===== config.mk =====
export PLATFORM = sky130hd
export DESIGN_NAME = alu_seq
export DESIGN_NICKNAME = d
export VERILOG_FILES = /design/src/rtl/alu_seq.sv
export SDC_FILE = /design/constraint.sdc
export NUM_CORES = 1
export LEC_CHECK = 0
export ABC_AREA = 1
export CAP_MARGIN = 15
export CORE_AREA = 4 4 145 112
export CTS_CLUSTER_SIZE = 10
export DETAILED_ROUTE_END_ITERATION = 10
export DIE_AREA = 0 0 149 116
export GPL_TIMING_DRIVEN = 0
export PLACE_DENSITY = 0.48
export SYNTH_ARGS = -nofsm -noshare
export SYNTH_HDL_FRONTEND = slang
export SYNTH_SLANG_ARGS = --single-unit

===== constraint.sdc =====
create_clock -name clk -period 3.4 [get_ports clk]
set_clock_uncertainty 0.05 [all_clocks]
set_input_delay 0.68 -clock clk [delete_from_list [all_inputs] [get_ports clk]]
set_output_delay 0.68 -clock clk [all_outputs]
set_load 0.01 [all_outputs]

===== src/rtl/alu_seq.sv =====
// rtl/alu_seq.sv - registered WIDTH-generic ALU with multi-cycle unsigned multiply/divide
module alu_seq #(
    parameter int WIDTH = 8,
    parameter int SHW   = $clog2(WIDTH)
) (
    input  logic             clk,
    input  logic             areset,
    input  logic             in_valid,
    output logic             in_ready,
    input  logic [3:0]       op,
    input  logic [WIDTH-1:0] a,
    input  logic [WIDTH-1:0] b,
    output logic             out_valid,
    output logic [WIDTH-1:0] result,
    output logic [WIDTH-1:0] result_hi,
    output logic             cf,
    output logic             ovf,
    output logic             z,
    output logic             neg
);
    localparam int CW = $clog2(WIDTH) + 1;

    localparam logic [3:0] OP_ADDU = 4'd0;
    localparam logic [3:0] OP_SUBU = 4'd1;
    localparam logic [3:0] OP_ADDS = 4'd2;
    localparam logic [3:0] OP_SUBS = 4'd3;
    localparam logic [3:0] OP_AND  = 4'd4;
    localparam logic [3:0] OP_OR   = 4'd5;
    localparam logic [3:0] OP_XOR  = 4'd6;
    localparam logic [3:0] OP_SLL  = 4'd7;
    localparam logic [3:0] OP_SRL  = 4'd8;
    localparam logic [3:0] OP_SRA  = 4'd9;
    localparam logic [3:0] OP_MULU = 4'd10;
    localparam logic [3:0] OP_DIVU = 4'd11;

    typedef enum logic {ST_IDLE, ST_BUSY} state_t;

    state_t           state_q, state_d;
    logic [CW-1:0]    cnt_q, cnt_d;
    logic [WIDTH-1:0] hi_q, hi_d, lo_q, lo_d, opnd_q, opnd_d;
    logic             is_div_q, is_div_d;
    logic [WIDTH-1:0] result_q, result_d, result_hi_q, result_hi_d;
    logic             cf_q, cf_d, ovf_q, ovf_d, z_q, z_d, neg_q, neg_d;
    logic             out_valid_q, out_valid_d;

    logic             accept;
    logic [SHW-1:0]   shamt;
    logic [WIDTH:0]   add_w, sll_w, srl_w, sra_w;
    logic [WIDTH-1:0] sub_w;
    logic [WIDTH-1:0] alu_res;
    logic             alu_cf, alu_ovf;

    logic [WIDTH:0]   mul_sum, div_shift;
    logic             div_ge;
    logic [WIDTH-1:0] step_hi, step_lo;

    assign in_ready = (state_q == ST_IDLE) && !areset;
    assign accept   = in_valid && in_ready;
    assign shamt    = b[SHW-1:0];

    // Shifts run one bit wider so the last bit shifted out lands in the spare bit.
    assign add_w = {1'b0, a} + {1'b0, b};
    assign sub_w = a - b;
    assign sll_w = {1'b0, a} << shamt;
    assign srl_w = {a, 1'b0} >> shamt;
    assign sra_w = $unsigned($signed({a, 1'b0}) >>> shamt);

    always_comb begin
        alu_res = '0;
        alu_cf  = 1'b0;
        alu_ovf = 1'b0;
        case (op)
            OP_ADDU: begin alu_res = add_w[WIDTH-1:0]; alu_cf = add_w[WIDTH]; end
            OP_SUBU: begin alu_res = sub_w; alu_cf = (a >= b); end
            OP_ADDS: begin
                alu_res = add_w[WIDTH-1:0];
                alu_ovf = (a[WIDTH-1] == b[WIDTH-1]) && (add_w[WIDTH-1] != a[WIDTH-1]);
            end
            OP_SUBS: begin
                alu_res = sub_w;
                alu_ovf = (a[WIDTH-1] != b[WIDTH-1]) && (sub_w[WIDTH-1] != a[WIDTH-1]);
            end
            OP_AND:  alu_res = a & b;
            OP_OR:   alu_res = a | b;
            OP_XOR:  alu_res = a ^ b;
            OP_SLL:  begin alu_res = sll_w[WIDTH-1:0]; alu_cf = sll_w[WIDTH]; end
            OP_SRL:  begin alu_res = srl_w[WIDTH:1];   alu_cf = srl_w[0];     end
            OP_SRA:  begin alu_res = sra_w[WIDTH:1];   alu_cf = sra_w[0];     end
            default: ;
        endcase
    end

    // Multiply: {hi,lo} shift right with conditional add of a. Divide: restoring,
    // dividend shifts out of lo into hi while quotient bits shift into lo.
    assign mul_sum   = {1'b0, hi_q} + (lo_q[0] ? {1'b0, opnd_q} : '0);
    assign div_shift = {hi_q, lo_q[WIDTH-1]};
    assign div_ge    = (div_shift >= {1'b0, opnd_q});

    always_comb begin
        if (is_div_q) begin
            step_hi = div_ge ? (div_shift[WIDTH-1:0] - opnd_q) : div_shift[WIDTH-1:0];
            step_lo = {lo_q[WIDTH-2:0], div_ge};
        end else begin
            step_hi = mul_sum[WIDTH:1];
            step_lo = {mul_sum[0], lo_q[WIDTH-1:1]};
        end
    end

    always_comb begin
        state_d     = state_q;
        cnt_d       = cnt_q;
        hi_d        = hi_q;
        lo_d        = lo_q;
        opnd_d      = opnd_q;
        is_div_d    = is_div_q;
        result_d    = result_q;
        result_hi_d = result_hi_q;
        cf_d        = cf_q;
        ovf_d       = ovf_q;
        z_d         = z_q;
        neg_d       = neg_q;
        out_valid_d = 1'b0;
        case (state_q)
            ST_IDLE: begin
                if (accept) begin
                    if (op == OP_MULU || op == OP_DIVU) begin
                        state_d  = ST_BUSY;
                        cnt_d    = CW'(WIDTH);
                        is_div_d = (op == OP_DIVU);
                        opnd_d   = (op == OP_DIVU) ? b : a;
                        lo_d     = (op == OP_DIVU) ? a : b;
                        hi_d     = '0;
                    end else begin
                        result_d    = alu_res;
                        result_hi_d = '0;
                        cf_d        = alu_cf;
                        ovf_d       = alu_ovf;
                        z_d         = (alu_res == '0);
                        neg_d       = alu_res[WIDTH-1];
                        out_valid_d = 1'b1;
                    end
                end
            end
            ST_BUSY: begin
                cnt_d = cnt_q - 1'b1;
                hi_d  = step_hi;
                lo_d  = step_lo;
                if (cnt_q == CW'(1)) begin
                    state_d     = ST_IDLE;
                    result_d    = step_lo;
                    result_hi_d = step_hi;
                    cf_d        = is_div_q ? 1'b0 : (step_hi != '0);
                    ovf_d       = is_div_q ? (opnd_q == '0) : (step_hi != '0);
                    z_d         = (step_lo == '0);
                    neg_d       = step_lo[WIDTH-1];
                    out_valid_d = 1'b1;
                end
            end
            default: state_d = ST_IDLE;
        endcase
    end

    always_ff @(posedge clk) begin
        if (areset) begin
            state_q     <= ST_IDLE;
            cnt_q       <= '0;
            hi_q        <= '0;
            lo_q        <= '0;
            opnd_q      <= '0;
            is_div_q    <= 1'b0;
            result_q    <= '0;
            result_hi_q <= '0;
            cf_q        <= 1'b0;
            ovf_q       <= 1'b0;
            z_q         <= 1'b0;
            neg_q       <= 1'b0;
            out_valid_q <= 1'b0;
        end else begin
            state_q     <= state_d;
            cnt_q       <= cnt_d;
            hi_q        <= hi_d;
            lo_q        <= lo_d;
            opnd_q      <= opnd_d;
            is_div_q    <= is_div_d;
            result_q    <= result_d;
            result_hi_q <= result_hi_d;
            cf_q        <= cf_d;
            ovf_q       <= ovf_d;
            z_q         <= z_d;
            neg_q       <= neg_d;
            out_valid_q <= out_valid_d;
        end
    end

    assign out_valid = out_valid_q;
    assign result    = result_q;
    assign result_hi = result_hi_q;
    assign cf        = cf_q;
    assign ovf       = ovf_q;
    assign z         = z_q;
    assign neg       = neg_q;

endmodule


**Word-level counts from Yosys, hierarchy flattened**

Cells that the tools add are included.

- Output and inout port bits: 22
- Bits of input ports: 23
- Word-level logic and storage cells: 115
- Flip-flop bits (word level): 51

- Mux-type cells: 52
- Shift-type cells: 3
- Magnitude comparators: 2
- Add/subtract/negate cells: 5
- Bitwise logic cells: 4
- Equal/unequal tests: 20
- Reduce and logical (&&, ||, !) cells: 16

Operator list:

| kind | count |
|---|---|
| $mux W8 | 16 |
| $pmux W8 S2 | 4 |
| $pmux W8 S8 | 1 |
| $logic_not A8 Y1 | 3 |
| $mux W1 | 20 |
| $add A8 B8 Y9 | 2 |
| $eq A4 B3 Y1 const B | 4 |
| $eq A4 B4 Y1 const B | 4 |
| $sub A8 B8 Y8 | 2 |
| $pmux W1 S2 | 7 |
| $ge A9 B8 Y1 | 1 |
| $shl A8 B3 Y9 | 1 |
| $shr A9 B3 Y9 | 1 |
| $sshr A9 B3 Y9 | 1 |
| $and A8 B8 Y8 | 1 |
| $eq A4 B1 Y1 const B | 2 |
| $eq A4 B2 Y1 const B | 2 |
| $ge A8 B8 Y1 | 1 |
| $mux W4 | 2 |
| $or A8 B8 Y8 | 1 |
| $pmux W4 S2 | 1 |
| $reduce_bool A8 Y1 | 1 |
| $xor A8 B8 Y8 | 1 |
| $reduce_and A3 Y1 | 2 |
| other kinds (13) | 21 |

**Depth between registers and ports, before layout**

Gate-level depths: netlist of run 1.

- Depth in word-level cells: 7
- Mapped depth: 21

**Worst setup path before layout of run 1**

OpenSTA, ideal clock, no wires.

- Path type: input to register
- Start point: input b[2]
- End point: register z_q, in the netlist z
- Required time: 3.231 ns
- Setup slack: 0.826 ns
- Setup time: 0.119 ns
- Stages on the path: 16
- Data arrival time: 2.405 ns
- Cell sequence: inv_1 > clkbuf_1 > ha_1 > buf_2 > inv_1 > nand3_1 > nand2_1 > nand4_1 > nand2_1 > nand2_1 > a21oi_1 > nor2_1 > nand2_1 > nor2_1 > nand3_1 > a21oi_1

- Cells in the longest elaborated chain, start to end: 6

Ends and longest elaborated chain:

| item | line | RTL |
|---|---|---|
| start, declared | 12 | `input logic [WIDTH-1:0] b,` |
| $sub A8 B8 Y8, or another cell as far along | 63 | `assign sub_w = a - b;` |
| $pmux W8 S8 * | 72 | `case (op)` |
| $logic_not A8 Y1 * | 138 | `z_d = (alu_res == '0);` |
| $mux W1 * | 126 | `if (op == OP_MULU \|\| op == OP_DIVU) begin` |
| $mux W1 * | 125 | `if (accept) begin` |
| $pmux W1 S2 * | 123 | `case (state_q)` |
| end signal, assigned | 189 | `z_q <= z_d;` |
| end, declared | 43 | `logic cf_q, cf_d, ovf_q, ovf_d, z_q, z_d, neg_q, neg_d;` |

Mark *: on every way between the ends. The rest lies on a longest branch, timed or not. The select of a mux whose other input is x is not followed.
A chain may end at the register's enable or synchronous reset.

**Worst setup path after layout of run 1**

- Start point: input a[5]
- End point: register cf_q, in the netlist cf

- Cells in the longest elaborated chain, start to end: 5

Ends and longest elaborated chain:

| item | line | RTL |
|---|---|---|
| start, declared | 11 | `input logic [WIDTH-1:0] a,` |
| $add A8 B8 Y9, or another cell as far along | 62 | `assign add_w = {1'b0, a} + {1'b0, b};` |
| $pmux W1 S5 * | 72 |  |
| $mux W1 * | 126 |  |
| $mux W1 * | 125 |  |
| $pmux W1 S2 * | 123 |  |
| end signal, assigned | 173 | `cf_q <= 1'b0;` |
| end signal, assigned | 187 | `cf_q <= cf_d;` |
| end, declared | 43 |  |

Marks and branches as above.

==> results by group, run 1 <==
Global route
  • Vias in the first global route: 5549
  • GRT Util Overall: 0.2363
  • First-pass GRT wire length: 31.67 mm
  • Largest net degree at the start of global routing: 19
  • Initial antenna violation count: 0
  • Total congestion overflow: 0

Critical path
  • Required time worst endpoint: 3540 ps
  • CP dominant cell by count: nand3_1
  • Critical path's slowest cell: clkdlybuf4s50_1
  • CP Cell Sequence: clkdlybuf4s50_1, inv_1, ha_1, buf_2, a21oi_1, nand3_1, nand2_1, a21oi_1, o21ai_0, nand3_1, nand3b_1, nand3_1, nand2_1
  • Critical Path Source Type: input port
  • CP Data Arrival Time: 3390 ps
  • WP buf/inv: 3
  • Crit path from: a[5]
  • Critical path class: in -> reg
  • Top cell family by delay on the critical path: buffers and inverters
  • Max incr delay on CP: 700 ps
  • RR Startpoint: hi_q[5]$_SDFFE_PP0P_
  • Critical path peak fanout: 9
  • CP Capture Type: flop

Logic synthesis
  • Synth warn: 0
  • Leading area contributor after synthesis: dfxtp_1
  • Post-synth top area share: 0.1959
  • Syn Nets: 926
  • Number of synthesized flops with an enable pin: 0
  • Unique masters post-synth: 40
  • Sequential fraction of the synthesis area: 0.1959
  • Post-Syn Instances: 855
  • Cell Area, Synth: 5109 um2
  • Post-synth ARST share: 0
  • Avg Cell Area, Syn: 5.975 um2
  • Synth Register Bits: 50
  • Synth area leaders: dfxtp_1, nand2_1, ha_1
  • Most used DFF post-synth: dfxtp_1

CTS
  • Clk_lat worst skew: 300 ps
  • Cts bufs inserted: 5
  • TritonCTS clock tree: yes
  • H-tree Lvls: 2
  • Clock root buffer: clkbuf_16
  • CTS clk-pin slew, worst paths: 80 ps
  • Clock sink count: 50
  • Bufs on Longest Clock Path: 2

Min path
  • Path category of the worst min-delay check: reg -> reg
  • Min-delay src: ovf$_SDFFE_PP0P_

STA
  • Crit path time final: 3243 ps
  • Unrepaired setup endpoints after global routing: no
  • PnR worst setup slack: 156.6 ps
  • Tcrit/Tclk final: 0.9539
  • Final max-slew violation count: 0
  • Peak Freq: 308.3 MHz
  • Final Hold Fails: 0
  • Slew HR: 0.5819
  • Setup TNS: 0 ps
  • Final setup fails: 0
  • Slew @ Worst Pin: 627.2 ps

Job
  • Number of max-cap violations: 0

Floorplanning
  • Die area: 17280 um2
  • Die Y: 116 um
  • Num ports: 45
  • Core ar.: 14930 um2
  • Die width: 149 um
  • Row count: 39
  • Starting density of the core: 0.3421

Placed design
  • Post-DP HPWL: 16.60 mm
  • PortBufs: 43
  • Area after DPL: 5796 um2
  • Pre-CTS setup slack: -468.8 ps
  • RePlAce Congestion: 0.9587

Routing
  • Iteration-0 DRC count of the detailed router: 691
  • Wire length per cell: 18.21 um
  • TritonRoute pass-1 iters: 6
  • WL final: 20.23 mm
  • Drt via density: 5.344
  • Via count: 5937
  • DRC viols: 0
  • Post-route ant nets: 0

Finish
  • Post-layout util: 0.3998
  • NumNets Final: 976
  • Most common cell after layout, fill and taps aside: nand2_1
  • Area Overhead vs Synth: 16.85%
  • N_diodes: 0
  • Commonest non-fill, non-tap cells in the layout: nand2_1, inv_1, nor2_1, o21ai_0, nand3_1
  • Area of the multi-input gates: 3538 um2
  • Reg area: 1001 um2
  • Cell area after layout: 5969 um2
  • Share of cells above drive strength 1: 0.06181
  • Fillers: 1658

Status
  • Run status: completed

Power and ir drop
  • Leak: 0.002801 uW
  • Peak supply drop: 0.2160 mV
  • Sequential share of power: 0.372
  • Gate power share: 0.297
  • NetSw: 597.3 uW
  • Clock share of power: 0.331
  • Sw Share: 0.3652
  • Internal: 1038 uW
  • Total power: 1636 uW
  • PwrDens: 274.0 nW/um2
[through the flow]
stage	hold WS [ps]	std cells
2_1_floorplan	403.1	855
3_3_place_gp	394.3	1103
3_5_place_dp	394.3	1103
4_1_cts	411.1	1110
5_1_grt	433.0	1111
6_report	405.2	1111
[worst register-to-register path, delay by kind of cell, from the launching register on]
kind          cells  cell delay, ps
simple gates     16            1660
flops             1             480
fa+ha+maj         1             330
[final cells by class]
type,count,share of cell area
Tap cell,205,0.04297
Clock inverter,3,0.004821
Clock buffer,5,0.02096
Buffer,30,0.02243
Timing Repair Buffer,45,0.07483
Sequential cell,50,0.1677
Multi-Input combinational cell,657,0.5927
Inverter,116,0.07357
[layer usage]
layer  track usage  part of all wire
met1        0.3959              0.54
met2        0.2968              0.35
met3       0.05942             0.099
met4       0.02988            0.0065
met5             0                 0
[sequential cells by signal (all words and copies together) (netlist names), 4 cells and up]
signal and count:
opnd_q 8, lo_q 8, cnt_q 4, hi_q 8, result_hi 8, result 8
[path summary, 6_finish.rpt]
check	cells past startpoint	slack (ps)	endpoint
hold reg to reg	2	410	ovf$_SDFFE_PP0P_
setup reg to reg	17	800	ovf$_SDFFE_PP0P_
setup / recovery	13	160	cf$_SDFFE_PP0P_
hold / removal	2	410	ovf$_SDFFE_PP0P_
[cells by family after synthesis]
| logic type | after synthesis | synth area share |
|---|---|---|
| AOI/OAI and AO/OA | 185 | 0.2050 |
| xor gates and xnor gates | 2 | 0.003429 |
| adders and majority gates | 48 | 0.1234 |
| buffers and inverters | 148 | 0.1129 |
| DFF | 50 | 0.1959 |
| muxes | 3 | 0.005878 |
| and+or+nand+nor | 419 | 0.3534 |
[cells in the mapped netlist, types with 3 or more instances]
| master | number |
|---|---|
| clkbuf_1 | 17 |
| dfxtp_1 | 50 |
| inv_2 | 5 |
| nand4_1 | 21 |
| a221oi_1 | 11 |
| nand2_2 | 8 |
| fa_1 | 4 |
| ha_1 | 44 |
| o21ai_0 | 71 |
| o22ai_1 | 4 |
| mux2i_1 | 3 |
| a22oi_1 | 3 |
| nor2_2 | 7 |
| nor4_1 | 3 |
| a211oi_1 | 4 |
| buf_2 | 13 |
| nand3_1 | 68 |
| nor2_1 | 72 |
| a21oi_1 | 66 |
| nand2_1 | 219 |
| nor3_1 | 12 |
| a31oi_1 | 4 |
| nand3b_1 | 3 |
| o21a_1 | 5 |
| o211ai_1 | 7 |
| o21ai_1 | 3 |
| or2_2 | 4 |
| inv_1 | 110 |
| a21boi_0 | 3 |
[power by group through the flow]
stage,clock network [uW],logic [uW],registers [uW]
detailed placement,0,469,621
floorplan,0,287,623
global placement,0,475,622
global route,589,538,610
CTS,553,472,608
finish,541,486,608
[repair_timing]
item	CTS	global route
gates resized for setup	3	9
endpoints found under the setup margin	4	6
setup buffers	0	2
hold buffers	0	0
cloned	0	0
(Power assumes the default switching activity.)
==> run 2, diff against run 1 <==
--- a/config.mk
+++ b/config.mk
@@ -11,7 +11,7 @@
 export CTS_CLUSTER_SIZE = 10
 export DETAILED_ROUTE_END_ITERATION = 10
 export DIE_AREA = 0 0 149 116
-export GPL_TIMING_DRIVEN = 0
+export GPL_TIMING_DRIVEN = 1
 export PLACE_DENSITY = 0.48
 export SYNTH_ARGS = -nofsm -noshare
 export SYNTH_HDL_FRONTEND = slang
==> results by group, run 2 (same netlist as run 1, synthesis figures left out) <==
Floorplanning
  • Core ar.: 14930 um2
  • Starting density of the core: 0.3421
  • Die Y: 116 um
  • Die width: 149 um
  • Num ports: 45
  • Die area: 17280 um2
  • Row count: 39

Finish
  • Most common cell after layout, fill and taps aside: nand2_1
  • NumNets Final: 971
  • Cell area after layout: 6033 um2
  • N_diodes: 0
  • Share of cells above drive strength 1: 0.06770
  • Fillers: 1663
  • Commonest non-fill, non-tap cells in the layout: nand2_1, inv_1, nor2_1, o21ai_0, nand3_1
  • Area Overhead vs Synth: 18.10%

Critical path
  • Critical path peak fanout: 8
  • Max incr delay on CP: 600 ps
  • WP buf/inv: 3
  • Required time worst endpoint: 3580 ps
  • CP Capture Type: flop
  • CP Data Arrival Time: 3290 ps
  • Register-to-Register Path Depth: 17
  • CP Cell Sequence: clkdlybuf4s50_1, inv_1, ha_1, inv_1, a21oi_2, nor3_1, nor2_1, nand2_1, nand2_1, a21oi_1, nor2_1, nand2_1, nor2_1, nand3_1, a21oi_1
  • Critical Path Source Type: input port
  • Crit path from: b[4]
  • Critical path class: in -> reg
  • Critical path's slowest cell: clkdlybuf4s50_1
  • Crit. path cell count: 15
  • Top cell family by delay on the critical path: buffers and inverters
  • RR Startpoint: hi_q[5]$_SDFFE_PP0P_

Placed design
  • Area after DPL: 5859 um2
  • Pre-CTS setup slack: 60.13 ps
  • PortBufs: 44
  • Post-DP HPWL: 16.80 mm
  • RePlAce Congestion: 0.9771

CTS
  • Clock root buffer: clkbuf_16
  • Bufs on Longest Clock Path: 2
  • TritonCTS clock tree: yes
  • Cts bufs inserted: 5
  • Clk_lat worst skew: 290 ps
  • Hold buffer count at cts: 0
  • Clock sink count: 50
  • CTS resizes: 0
  • Setup bufs post-CTS: 0
  • CTS clk-pin slew, worst paths: 70 ps
  • H-tree Lvls: 2

Global route
  • GRT Util Overall: 0.2387
  • First-pass GRT wire length: 31.73 mm
  • Initial antenna violation count: 0
  • Vias in the first global route: 5465
  • Largest net degree at the start of global routing: 35
  • Total congestion overflow: 0

STA
  • Final max-slew violation count: 0
  • Final Hold Fails: 0
  • Final Hold Slack: 408.2 ps
  • Slew @ Worst Pin: 735.7 ps
  • Crit path time final: 3108 ps
  • Final setup fails: 0
  • Unrepaired setup endpoints after global routing: no
  • Setup TNS: 0 ps
  • Peak Freq: 321.7 MHz
  • PnR worst setup slack: 291.7 ps
  • Slew HR: 0.5044
  • Tcrit/Tclk final: 0.9142

Min path
  • Hold depth: 2
  • Min-delay src: ovf$_SDFFE_PP0P_
  • Path category of the worst min-delay check: reg -> reg

Routing
  • Drt via density: 5.340
  • DRC viols: 0
  • TritonRoute pass-1 iters: 6
  • WL final: 20.60 mm
  • Via count: 5906
  • Iteration-0 DRC count of the detailed router: 643
  • Wire length per cell: 18.62 um
  • Post-route ant nets: 0

Status
  • Run status: completed

Power and ir drop
  • Leak: 0.002820 uW
  • PwrDens: 281.2 nW/um2
  • Peak supply drop: 0.2161 mV

Job
  • Number of max-cap violations: 0
==> run 2: power breakdown <==
part	switching (uW)	internal [uW]
Clock	239	353
Combinational	326	167
Sequential	12.7	599
Total	578	1120
==> run 2: per-layer routing <==
layer,vias up,track usage,routed length (um)
li1,2928,-,-
met1,2728,0.4047,11410
met2,232,0.2971,7189
met3,18,0.05199,1754
met4,0,0.03598,242
met5,-,0,0
==> run 2: area by class of cell <==
cell class,instances,area (um2),area share
Clock buffer,5,125.1,0.02074
Clock inverter,3,48.80,0.008088
Multi-Input combinational cell,657,3531,0.5852
Tap cell,205,256.5,0.04251
Timing Repair Buffer,70,635.6,0.1054
Sequential cell,50,1001,0.1659
Inverter,116,435.4,0.07217
==> run 2: through the flow <==
step | power, uW | cells | utilization
4_1_cts | 1707 | 1106 | 0.4041
3_3_place_gp | 1114 | 1098 | 0.3924
3_5_place_dp | 1106 | 1098 | 0.3924
5_1_grt | 1785 | 1106 | 0.4041
2_1_floorplan | 909.4 | 855 | -
6_report | 1696 | 1106 | 0.4041
==> run 2: path summary, 6_finish.rpt <==
| check | endpoint | slack (ps) |
|---|---|---|
| hold reg to reg | ovf$_SDFFE_PP0P_ | 410 |
| hold / removal | ovf$_SDFFE_PP0P_ | 410 |
| setup reg to reg | ovf$_SDFFE_PP0P_ | 840 |
| setup / recovery | z$_SDFFE_PP0P_ | 290 |
==> run 2: worst register-to-register path, delay by kind of cell, from the launching register on <==
family,cells,cell delay [ps]
DFF,1,490
and+or+nand+nor,16,1590
adders and majority gates,1,330
==> run 3, diff against run 2 <==
--- a/config.mk
+++ b/config.mk
@@ -7,12 +7,12 @@
 export LEC_CHECK = 0
 export ABC_AREA = 1
 export CAP_MARGIN = 15
-export CORE_AREA = 4 4 145 112
+export CORE_AREA = 2 2 143 110
 export CTS_CLUSTER_SIZE = 10
 export DETAILED_ROUTE_END_ITERATION = 10
-export DIE_AREA = 0 0 149 116
+export DIE_AREA = 0 0 145 112
 export GPL_TIMING_DRIVEN = 1
-export PLACE_DENSITY = 0.48
+export PLACE_DENSITY = 0.5
 export SYNTH_ARGS = -nofsm -noshare
 export SYNTH_HDL_FRONTEND = slang
 export SYNTH_SLANG_ARGS = --single-unit
==> constraint.sdc (replaced) <==
create_clock -name clk -period 2.65 [get_ports clk]
set_clock_uncertainty 0.05 [all_clocks]
set_input_delay 0.53 -clock clk [delete_from_list [all_inputs] [get_ports clk]]
set_output_delay 0.53 -clock clk [all_outputs]
set_load 0.01 [all_outputs]
==> results by group, run 3 (same netlist as run 1, synthesis figures left out) <==
STA
  • Slew HR: 0.5046
  • Crit path time final: 2518 ps
  • Final setup fails: 0
  • Final max-slew violation count: 0
  • Tcrit/Tclk final: 0.9503
  • Final Hold Fails: 0
  • Final Hold Slack: 412.5 ps
  • Peak Freq: 397.1 MHz
  • Slew @ Worst Pin: 735.3 ps

CTS
  • Clock sink count: 50
  • Clk_lat worst skew: 290 ps
  • H-tree Lvls: 2
  • CTS clk-pin slew, worst paths: 70 ps
  • Bufs on Longest Clock Path: 2
  • Clock root buffer: clkbuf_16
  • Cts bufs inserted: 5
  • Hold buffer count at cts: 0
  • TritonCTS clock tree: yes

Routing
  • TritonRoute pass-1 iters: 5
  • Drt via density: 5.263
  • Wire length per cell: 17.39 um
  • Via count: 6431
  • Iteration-0 DRC count of the detailed router: 822
  • Post-route ant nets: 0
  • WL final: 21.25 mm
  • DRC viols: 0

Placed design
  • Post-Place Cells: 1211
  • Area after DPL: 6733 um2
  • PortBufs: 44
  • Post-DP HPWL: 17.42 mm
  • RePlAce Congestion: 1.014

Power and ir drop
  • Peak supply drop: 0.3567 mV
  • Total power: 2377 uW
  • PwrDens: 333.7 nW/um2
  • Leak: 0.003457 uW

Status
  • Run status: completed

Floorplanning
  • Row count: 39
  • Die width: 145 um
  • Starting density of the core: 0.3433
  • Num ports: 45
  • Core ar.: 14880 um2
  • Die Y: 112 um
  • Die area: 16240 um2

Finish
  • Most common cell after layout, fill and taps aside: nand2_1
  • Commonest non-fill, non-tap cells in the layout: nand2_1, buf_4, inv_1, nand3_1, o21ai_0
  • N_diodes: 0
  • Fillers: 1560
  • Post-route insts no fill: 1222
  • Share of cells above drive strength 1: 0.2124
  • Post-layout util: 0.4786
  • NumNets Final: 1087
  • Area of the multi-input gates: 3702 um2
  • Reg area: 1005 um2
  • Cell area after layout: 7123 um2
  • Area Overhead vs Synth: 39.43%

Global route
  • Total congestion overflow: 0
  • First-pass GRT wire length: 32.83 mm
  • Vias in the first global route: 5874
  • Largest net degree at the start of global routing: 35
  • GRT Util Overall: 0.2591
  • Initial antenna violation count: 0

Critical path
  • Required time worst endpoint: 2830 ps
  • CP dominant cell by count: nand2_1
  • Critical Path Source Type: input port
  • Critical path's slowest cell: clkdlybuf4s50_1
  • Register-to-Register Path Depth: 15
  • CP Cell Sequence: clkdlybuf4s50_1, inv_1, buf_4, ha_1, a21oi_4, nor3_1, nor2_2, nand2_1, nand2_1, a21oi_2, nor2_1, nand2_1, nor2_2, nand3_1, a21oi_1
  • Critical path peak fanout: 3
  • Max incr delay on CP: 480 ps
  • CP Data Arrival Time: 2700 ps
  • Critical path class: in -> reg
  • CP Capture Type: flop

Min path
  • Hold depth: 2
  • Path category of the worst min-delay check: reg -> reg

Job
  • Number of max-cap violations: 0
-- run 3: final cells by class --
class / instances / area share
flip-flops and latches: 50 / 0.1410
well taps: 205 / 0.03601
repair buffers: 186 / 0.2176
clock buffers: 5 / 0.01757
inverters: 116 / 0.06113
multi-input cells: 657 / 0.5198
clock inverters: 3 / 0.006851
-- run 3: stage by stage --
stage | setup WS [ps] | setup TNS, ps
2_1_floorplan | 226.0 | 0
3_3_place_gp | -383.4 | -2710
3_5_place_dp | -433.8 | -2930
4_1_cts | 3.053 | 0
5_1_grt | -6.863 | -6.863
6_report | 131.6 | 0
-- run 3: worst paths after layout --
path	from	end	slack [ps]
min	result_hi[1]$_SDFFE_PP0P_	result_hi[1]$_SDFFE_PP0P_	410
max reg2reg	opnd_q[6]$_SDFFE_PP0P_	ovf$_SDFFE_PP0P_	200
min reg2reg	result_hi[1]$_SDFFE_PP0P_	result_hi[1]$_SDFFE_PP0P_	410
max	b[3]	z$_SDFFE_PP0P_	130
-- run 3: critical path: cells and delay by family --
| kind | cells | cell delay, ps |
|---|---|---|
| simple gates | 8 | 800 |
| buf+inv | 3 | 720 |
| compound gates | 3 | 430 |
| fa+ha+maj | 1 | 220 |
-- run 3: what timing repair did --
action | CTS | global route
hold endpoints to repair | 0 | 0
gates resized for setup | 8 | 57
pin swaps | 2 | 23
setup buffers | 0 | 3
setup endpoints to repair | 5 | 11
-- run 3: power by group --
| part | internal (uW) | switching (uW) | total, uW |
|---|---|---|---|
| registers | 768 | 15.0 | 783 |
| logic | 360 | 472 | 832 |
| clock network | 453 | 310 | 762 |
| total | 1580 | 797 | 2380 |
-- run 3: metal layers --
| metal | up-vias | part of all wire | global-route usage |
|---|---|---|---|
| met4 | 0 | 0.0089 | 0.03696 |
| met1 | 2965 | 0.53 | 0.4324 |
| met3 | 16 | 0.091 | 0.04057 |
| li1 | 3157 | - | - |
| met2 | 293 | 0.37 | 0.3429 |
| met5 | - | 0 | 0 |
